### config.mk
export PLATFORM = sky130hd
export DESIGN_NAME = mix_columns_stream
export DESIGN_NICKNAME = d
export VERILOG_FILES = /design/src/rtl/mix_columns_stream.sv
export SDC_FILE = /design/constraint.sdc
export NUM_CORES = 1
export LEC_CHECK = 0
export CAP_MARGIN = 0
export CORE_ASPECT_RATIO = 1.4
export CORE_MARGIN = 2
export CORE_UTILIZATION = 47
export DETAILED_ROUTE_END_ITERATION = 10
export GPL_TIMING_DRIVEN = 0
export PLACE_DENSITY_LB_ADDON = 0.15
export SETUP_SLACK_MARGIN = 0.1
export SYNTH_ARGS = -nofsm -noshare
export SYNTH_HDL_FRONTEND = slang
export SYNTH_SLANG_ARGS = --single-unit
### constraint.sdc
create_clock -name clk -period 2.8 [get_ports clk]
set_input_delay 0.28 -clock clk [delete_from_list [all_inputs] [get_ports clk]]
set_output_delay 0.28 -clock clk [all_outputs]
set_load 0.05 [all_outputs]
### src/rtl/mix_columns_stream.sv
`default_nettype none
// ============================================================================
//  Module   : mix_columns_stream
//  Purpose  : Streaming AES MixColumns / InvMixColumns engine, LANES columns
//             per beat, batch-controlled with valid/ready on both sides.
//  Revision : 1.0 - initial release
// ============================================================================
module mix_columns_stream #(
    parameter int LANES       = 1,
    parameter int PIPE_STAGES = 2,
    parameter int LEN_W       = 16
) (
    input  logic                  clk,
    input  logic                  rst,
    input  logic                  run,
    input  logic                  mode,
    input  logic [LEN_W-1:0]      length,
    input  logic                  in_valid,
    output logic                  in_ready,
    input  logic [LANES*32-1:0]   in_data,
    output logic                  out_valid,
    input  logic                  out_ready,
    output logic [LANES*32-1:0]   out_data,
    output logic                  busy,
    output logic                  done
);

    localparam int c_W    = LANES * 32;
    localparam int c_LAST = PIPE_STAGES - 1;

    typedef enum logic [1:0] {
        S_IDLE  = 2'd0,
        S_RUN   = 2'd1,
        S_DRAIN = 2'd2
    } state_t;

    state_t             r_state;
    logic               r_mode;
    logic [LEN_W-1:0]   r_len;
    logic [LEN_W-1:0]   r_in_cnt;
    logic [LEN_W-1:0]   r_out_cnt;
    logic               r_done;

    logic [PIPE_STAGES-1:0] r_vld;
    logic [c_W-1:0]         r_dat [PIPE_STAGES];

    logic [PIPE_STAGES-1:0] w_load;
    logic [PIPE_STAGES-1:0] w_src_vld;
    logic [c_W-1:0]         w_src_dat [PIPE_STAGES];
    logic [c_W-1:0]         w_xf;
    logic                   w_acc;
    logic                   w_in_hs;
    logic                   w_out_hs;
    logic [LEN_W-1:0]       w_in_nxt;
    logic [LEN_W-1:0]       w_out_nxt;

    function automatic logic [7:0] xtime(input logic [7:0] a);
        return {a[6:0], 1'b0} ^ (a[7] ? 8'h1B : 8'h00);
    endfunction

    // t[k][c] holds the row-relative coefficient k applied to byte c
    function automatic logic [31:0] mix_col(input logic [31:0] col, input logic inv);
        logic [7:0]  x1, x2, x4, x8;
        logic [7:0]  t [4][4];
        logic [31:0] res;
        res = '0;
        for (int c = 0; c < 4; c++) begin
            x1 = col[8*c +: 8];
            x2 = xtime(x1);
            x4 = xtime(x2);
            x8 = xtime(x4);
            if (inv) begin
                t[0][c] = x8 ^ x4 ^ x2;
                t[1][c] = x8 ^ x2 ^ x1;
                t[2][c] = x8 ^ x4 ^ x1;
                t[3][c] = x8 ^ x1;
            end else begin
                t[0][c] = x2;
                t[1][c] = x2 ^ x1;
                t[2][c] = x1;
                t[3][c] = x1;
            end
        end
        for (int r = 0; r < 4; r++) begin
            for (int c = 0; c < 4; c++) begin
                res[8*r +: 8] = res[8*r +: 8] ^ t[2'(c - r)][c];
            end
        end
        return res;
    endfunction

    for (genvar k = 0; k < LANES; k++) begin : g_lane
        assign w_xf[32*k +: 32] = mix_col(in_data[32*k +: 32], r_mode);
    end

    // A stage may load if it or any stage downstream of it has room to move
    always_comb begin
        w_load = '0;
        w_acc  = out_ready;
        for (int i = c_LAST; i >= 0; i--) begin
            w_acc     = w_acc || !r_vld[i];
            w_load[i] = w_acc;
        end
    end

    for (genvar i = 0; i < PIPE_STAGES; i++) begin : g_src
        if (i == 0) begin : g_head
            assign w_src_vld[i] = w_in_hs;
            assign w_src_dat[i] = w_xf;
        end else begin : g_tail
            assign w_src_vld[i] = r_vld[i-1];
            assign w_src_dat[i] = r_dat[i-1];
        end
    end

    assign in_ready  = (r_state == S_RUN) && (r_in_cnt < r_len) && w_load[0];
    assign w_in_hs   = in_valid && in_ready;
    assign w_out_hs  = r_vld[c_LAST] && out_ready;
    assign w_in_nxt  = r_in_cnt + LEN_W'(1);
    assign w_out_nxt = r_out_cnt + LEN_W'(1);

    always_ff @(posedge clk) begin
        if (!rst) begin
            for (int i = 0; i < PIPE_STAGES; i++) begin
                r_vld[i] <= 1'b0;
                r_dat[i] <= '0;
            end
        end else begin
            for (int i = 0; i < PIPE_STAGES; i++) begin
                if (w_load[i]) begin
                    r_vld[i] <= w_src_vld[i];
                    if (w_src_vld[i]) begin
                        r_dat[i] <= w_src_dat[i];
                    end
                end
            end
        end
    end

    always_ff @(posedge clk) begin
        if (!rst) begin
            r_state   <= S_IDLE;
            r_mode    <= 1'b0;
            r_len     <= '0;
            r_in_cnt  <= '0;
            r_out_cnt <= '0;
            r_done    <= 1'b0;
        end else begin
            r_done <= 1'b0;
            case (r_state)
                S_IDLE: begin
                    if (run) begin
                        r_mode    <= mode;
                        r_len     <= length;
                        r_in_cnt  <= '0;
                        r_out_cnt <= '0;
                        if (length != '0) begin
                            r_state <= S_RUN;
                        end else begin
                            r_done <= 1'b1;
                        end
                    end
                end
                S_RUN, S_DRAIN: begin
                    if (w_in_hs) begin
                        r_in_cnt <= w_in_nxt;
                        if (w_in_nxt == r_len) begin
                            r_state <= S_DRAIN;
                        end
                    end
                    if (w_out_hs) begin
                        r_out_cnt <= w_out_nxt;
                        if (w_out_nxt == r_len) begin
                            r_state <= S_IDLE;
                            r_done  <= 1'b1;
                        end
                    end
                end
                default: r_state <= S_IDLE;
            endcase
        end
    end

    assign out_valid = r_vld[c_LAST];
    assign out_data  = r_dat[c_LAST];
    assign busy      = (r_state != S_IDLE);
    assign done      = r_done;

endmodule
`default_nettype wire
## Word level (Yosys, flattened, before mapping)

Memories as Yosys holds them, arrays and structs flattened.
Index checks and enable logic that the tools add are counted.

| word-level totals | value |
|---|---|
| register bits after elaboration | 53 |
| RAM bits | 64 |
| input bits | 54 |
| output and inout bits | 36 |
| word-level logic and storage cells | 66 |
| memories kept | 1 |

| cells by class | value |
|---|---|
| add/subtract/negate cells | 2 |
| order comparisons | 1 |
| equal/unequal tests | 8 |
| mux-type cells | 28 |
| bitwise gates (word level) | 2 |
| reduce and logical (&&, ||, !) cells | 17 |

Memory list:

| memory | depth | bits a word | read ports | clocked after memory_dff | write ports | RTL line | text |
|---|---|---|---|---|---|---|---|
| r_dat | 2 | 32 | 2 | 0 | 2 | 45 | `logic [c_W-1:0] r_dat [PIPE_STAGES];` |

Operators by type and width:

| kind | count |
|---|---|
| 2-to-1 mux 32 bit | 2 |
| case mux 16 bit (2 select lines) | 2 |
| 2-to-1 mux 16 bit | 3 |
| adder 16 x 1 -> 16 bit (second input constant) | 2 |
| == test 16 bit | 2 |
| < comparator 16 bit | 1 |
| nonzero test 16 bit | 1 |
| 2-to-1 mux 1 bit | 13 |
| 2-to-1 mux 2 bit | 6 |
| != test 2 bit (second input constant) | 4 |
| AND reduction 3 bit | 2 |
| logical AND 1 bit | 4 |
| case mux 2 bit (2 select lines) | 1 |
| AND reduction 2 bit | 2 |
| nonzero test 2 bit | 2 |
| == test 2 x 1 -> 1 bit (second input constant) | 1 |
| == test 2 bit (second input constant) | 1 |
| logical NOT 1 bit | 2 |
| logical NOT 2 bit | 1 |
| logical OR 1 bit | 2 |
| bitwise OR 1 bit | 2 |
| case mux 1 bit (2 select lines) | 1 |
| OR reduction 2 bit | 1 |

## Depth between registers and ports, before layout

| logic depth | value |
|---|---|
| depth in word-level cells | 10 |
| mapped depth | 11 |
| gate-level depth less buffers | 9 |

## Worst setup path after synthesis

Ideal clock, no wire load.

| timing | value |
|---|---|
| path type | reg-to-reg |
| start | register r_out_cnt[0] |
| end | register r_state[0] |
| arrival | 2.587 ns |
| required time | 2.683 ns |
| setup slack | 0.097 ns |
| cell stages (with the launch flop) | 10 |
| buffers on the path | 1 |
| clock period less this slack | 2.703 ns |
| path through | dfxtp_1 > ha_1 > buf_2 > nand3_1 > or4_1 > xnor2_1 > or4_1 > nor4_4 > nor4b_1 > a22o_1 |

| between the ends | value |
|---|---|
| cells in the longest elaborated chain, start to end | 5 |

Ends and longest elaborated chain:

| item | RTL line | text |
|---|---|---|
| from (decl) | 41 | `logic [LEN_W-1:0] r_out_cnt;` |
| from (signal assigned) | 172 | `r_out_cnt <= w_out_nxt;` |
| adder 16 x 1 -> 16 bit | 120 | `assign w_out_nxt = r_out_cnt + LEN_W'(1);` |
| == test 16 bit | 173 | `if (w_out_nxt == r_len) begin` |
| 2-to-1 mux 2 bit | 173 |  |
| 2-to-1 mux 2 bit | 171 | `if (w_out_hs) begin` |
| case mux 2 bit (2 select lines) | 150 | `case (r_state)` |
| to (signal assigned) | 158 | `r_state <= S_RUN;` |
| to (signal assigned) | 174 | `r_state <= S_IDLE;` |
| to (signal assigned) | 179 | `default: r_state <= S_IDLE;` |
| to (decl) | 37 | `state_t r_state;` |

Every way passes these cells.
A chain may end at the register's enable or synchronous reset.

## Final worst setup path

| timing | value |
|---|---|
| start | register r_in_cnt[0] |
| end | register r_state[0] |

| between the ends | value |
|---|---|
| cells in the longest elaborated chain, start to end | 8 |
| elaborated cells between the ends (all ways) | 11 |

Ends and longest elaborated chain:

| item | RTL line | text |
|---|---|---|
| from (decl) | 40 | `logic [LEN_W-1:0] r_in_cnt;` |
| from (signal assigned) | 166 | `r_in_cnt <= w_in_nxt;` |
| branches (longest 4 deep; another with adder 16 x 1 -> 16 bit) | -- |  |
| 2-to-1 mux 2 bit (*) | 165 | `if (w_in_hs) begin` |
| 2-to-1 mux 2 bit | 173 |  |
| 2-to-1 mux 2 bit (*) | 171 |  |
| case mux 2 bit (2 select lines) (*) | 150 |  |
| to (signal assigned) | 168 | `r_state <= S_DRAIN;` |
| to (signal assigned) | 174 |  |
| to (signal assigned) | 179 |  |

Mark *: on every way between the ends.

==> results.md <==
- # clock sinks: 53
- HP Class: input pin to flop
- Area after DPL: between 0.004 and 0.005 mm^2
- Most frequent cells in the layout: nand2_1 (71), a21oi_1 (56), buf_4 (48)
- Vias: ~4200
- Global-route wire length before repair: 19200 um
- Flop2flop setup slack: about 180 ps
- Setup crit start kind: flop
- CTS tree: built
- Synth warn: 0
- Worst Setup Path Type: flop to flop
- Fill count: around 820
- Slew margin rel.: 57.4%
- Synth Flop Type: dfxtp_1
- Register Area: 0.00108 mm^2
- Final worst-path cycle share: about 94%
- Design area: between 0.005 and 0.006 mm^2
- Top cells by area, synth: dfxtp_1 (26%), a21oi_1 (7.4%), nand2_1 (6.6%)
- Commonest non-fill, non-tap cell in the layout: nand2_1
- Crit path max fanout: 9
- Worst R2R Start: r_in_cnt[0]
- Peak VDD IR: 323 uV
- Total Wirelength: 12500 um
- Final HPWL DP: 9300 um
- Mapped Area: around 0.0041 mm^2
- Root Buffer: clkbuf_16
- R2r endpoint: r_state[0]
- Post-synth cell types: 60
- Mapped Avg Cell Area: between 7 and 8 um^2
- GR Overflow Total: 0
- Clk buf depth: 2
- Final Non-Filler Cells: 734
- Critical path arrival: around 2800 ps
- Placer Congestion: between 0.9 and 1
- Post-route ant nets: 0
- CP required: 2990 ps
- Largest net degree at the start of global routing: 17
- RSZ-0062 raised after global routing: yes
- Final Hold Vio Count: 0
- Fmax achieved: 382 MHz
- Number of synthesized flops with an enable pin: 0
- Outcome: finished, final reports clean
- Starting Density: 48.0%
- Dpl ws: -874 ps
- Hold Path End: r_in_cnt[1]
- Site Rows: 40
- Syn Inst Count: 553
- Placed cells: 712
- Share of cells above drive strength 1: ~17%
- Reg2Reg Depth: 8
- Initial DRC Count: approximately 240
- Final min period: 2620 ps
- Number of buffers created by CTS: 5
- Final nets: 703
- Total Power: about 2200 uW
- Area taken by multi-input logic gates: approximately 0.0028 mm^2
- Async set or reset register ratio after synthesis: 0%
- H-tree level count: 2
- Die width: between 80 and 90 um
- Clk Latency, worst-skew pair: 300 ps
- Residual DRC: 0
- Setup Skew: 9.72 ps
- Port Buffers: 23
- Initial antenna violation count: 0
- Vias in the first global route: 3891
- Total core area: 0.00851 mm^2
- Total GRT Usage: 26.7%
- Die height: ~110 um
- Post-synthesis sequential area ratio: 26.0%
- Max-slew violations: 0
- Library cell with the largest summed area after synthesis: dfxtp_1
- Avg WL per Cell: about 17 um
- Layout Area Growth over Synthesis: 23.0%
- # IOs: 90
- Hold path depth: 2
- Final WS setup: 179 ps
- PwrDens: 447 mW/mm^2
- Hold_sp: rst
- Pleak: 0.00195 uW
- Inserted Diodes: 0
- Drt pass-1 iters: 6
- #FFs+latches synth: 53
- Slew at the pin closest to its max-slew limit: about 640 ps
- Via density per instance: 5.71
- Endpoint class of the critical path: flop
- Clock transition at path regs: 80 ps
- Full die area: 0.00946 mm^2
- Finish-stage setup viols: 0
- Synth top area share: 26.0%
- Max Cap Viol: 0
-- cell usage after synthesis, types with 2 or more instances --
master / count
nor3_1: 16
and3_1: 8
or4_1: 16
nand3_1: 17
o21a_1: 4
xnor2_1: 24
o21ai_0: 20
mux2_2: 2
nor3b_1: 3
a31oi_1: 12
o41ai_1: 2
buf_1: 4
o31ai_1: 3
or3_1: 2
nand2b_1: 4
nand4_1: 14
nand2_1: 72
nor2_1: 31
a211oi_1: 3
a21oi_1: 60
o21ai_1: 2
o211ai_1: 8
ha_1: 21
a21o_1: 4
buf_4: 32
nor2b_1: 2
nor4b_1: 3
o32ai_1: 2
or3b_1: 3
xor2_1: 14
inv_1: 26
a22o_1: 2
and2_1: 4
clkbuf_1: 20
dfxtp_1: 53
nor4_1: 9
buf_2: 6
nand3b_1: 3
-- cells by family after synthesis --
family | after synthesis | synth area share (%)
buf+inv | 88 | 11.2
xor+xnor | 39 | 8.55
simple gates | 217 | 27.9
flops | 53 | 26.0
fa+ha+maj | 21 | 6.44
compound gates | 132 | 19.3
other cells | 1 | 0.0919
mux | 2 | 0.552
-- routing by layer --
| metal | part of all wire (%) | track usage [%] | wire length (um) |
|---|---|---|---|
| met1 | 39 | 30.7 | 4890 |
| met2 | 54 | 48.9 | 6710 |
| met3 | 3.8 | 2.92 | 477 |
| met4 | 3.1 | 10.7 | 388 |
| met5 | 0 | 0 | 0 |
-- power breakdown --
group | switching, uW | internal (uW)
registers | 35.1 | 778
clock network | 303 | 447
logic | 448 | 235
-- flip-flops by register name, summed over array words and instances, names as in the netlist --
name / cells
r_out_cnt: 16
r_vld: 2
r_len: 16
r_in_cnt: 16
r_state: 2
done: 1
-- worst max-delay path by stage --
stage                       from           end  cells after the start
global placement       r_len[11]      in_ready                     10
CTS                    r_len[11]  r_in_cnt[14]                     12
detailed placement     r_len[11]      in_ready                     10
global route         r_in_cnt[0]    r_state[0]                      8
finish               r_in_cnt[0]    r_state[0]                      8
floorplan           r_out_cnt[1]    r_state[0]                      9
-- critical path, cell delays in order, from the launching register on --
cell and delay [ps]:
dfxtp_1 440, ha_2 300, nand3_2 230, or4_4 590, o2bb2ai_1 170, a22oi_1 140, nor4b_2 290, nand4_1 140
a22o_1 220
-- layout make-up --
cell class,count,area share (%)
plain buffers,62,7.77
repair buffers,37,6.63
clock buffers,6,2.77
well taps,105,2.62
clock inverters,2,0.748
multi-input cells,443,56.0
inverters,26,1.94
flip-flops and latches,53,21.5
-- through the flow --
step / utilization [%] / hold slack (ps) / TNS, ps
global route: 59.0 / 451 / 0
detailed placement: 53.6 / 462 / -9100
global placement: 53.6 / 459 / -9120
floorplan: - / 416 / 0
CTS: 57.6 / 423 / 0
finish: 59.0 / 429 / 0
-- repair_timing --
item,CTS,global route
pin swaps,5,8
hold buffers,0,0
setup buffers,9,5
resized for setup,35,30
setup endpoints to repair,35,29
No activity file was read; power rests on OpenSTA's default activity.
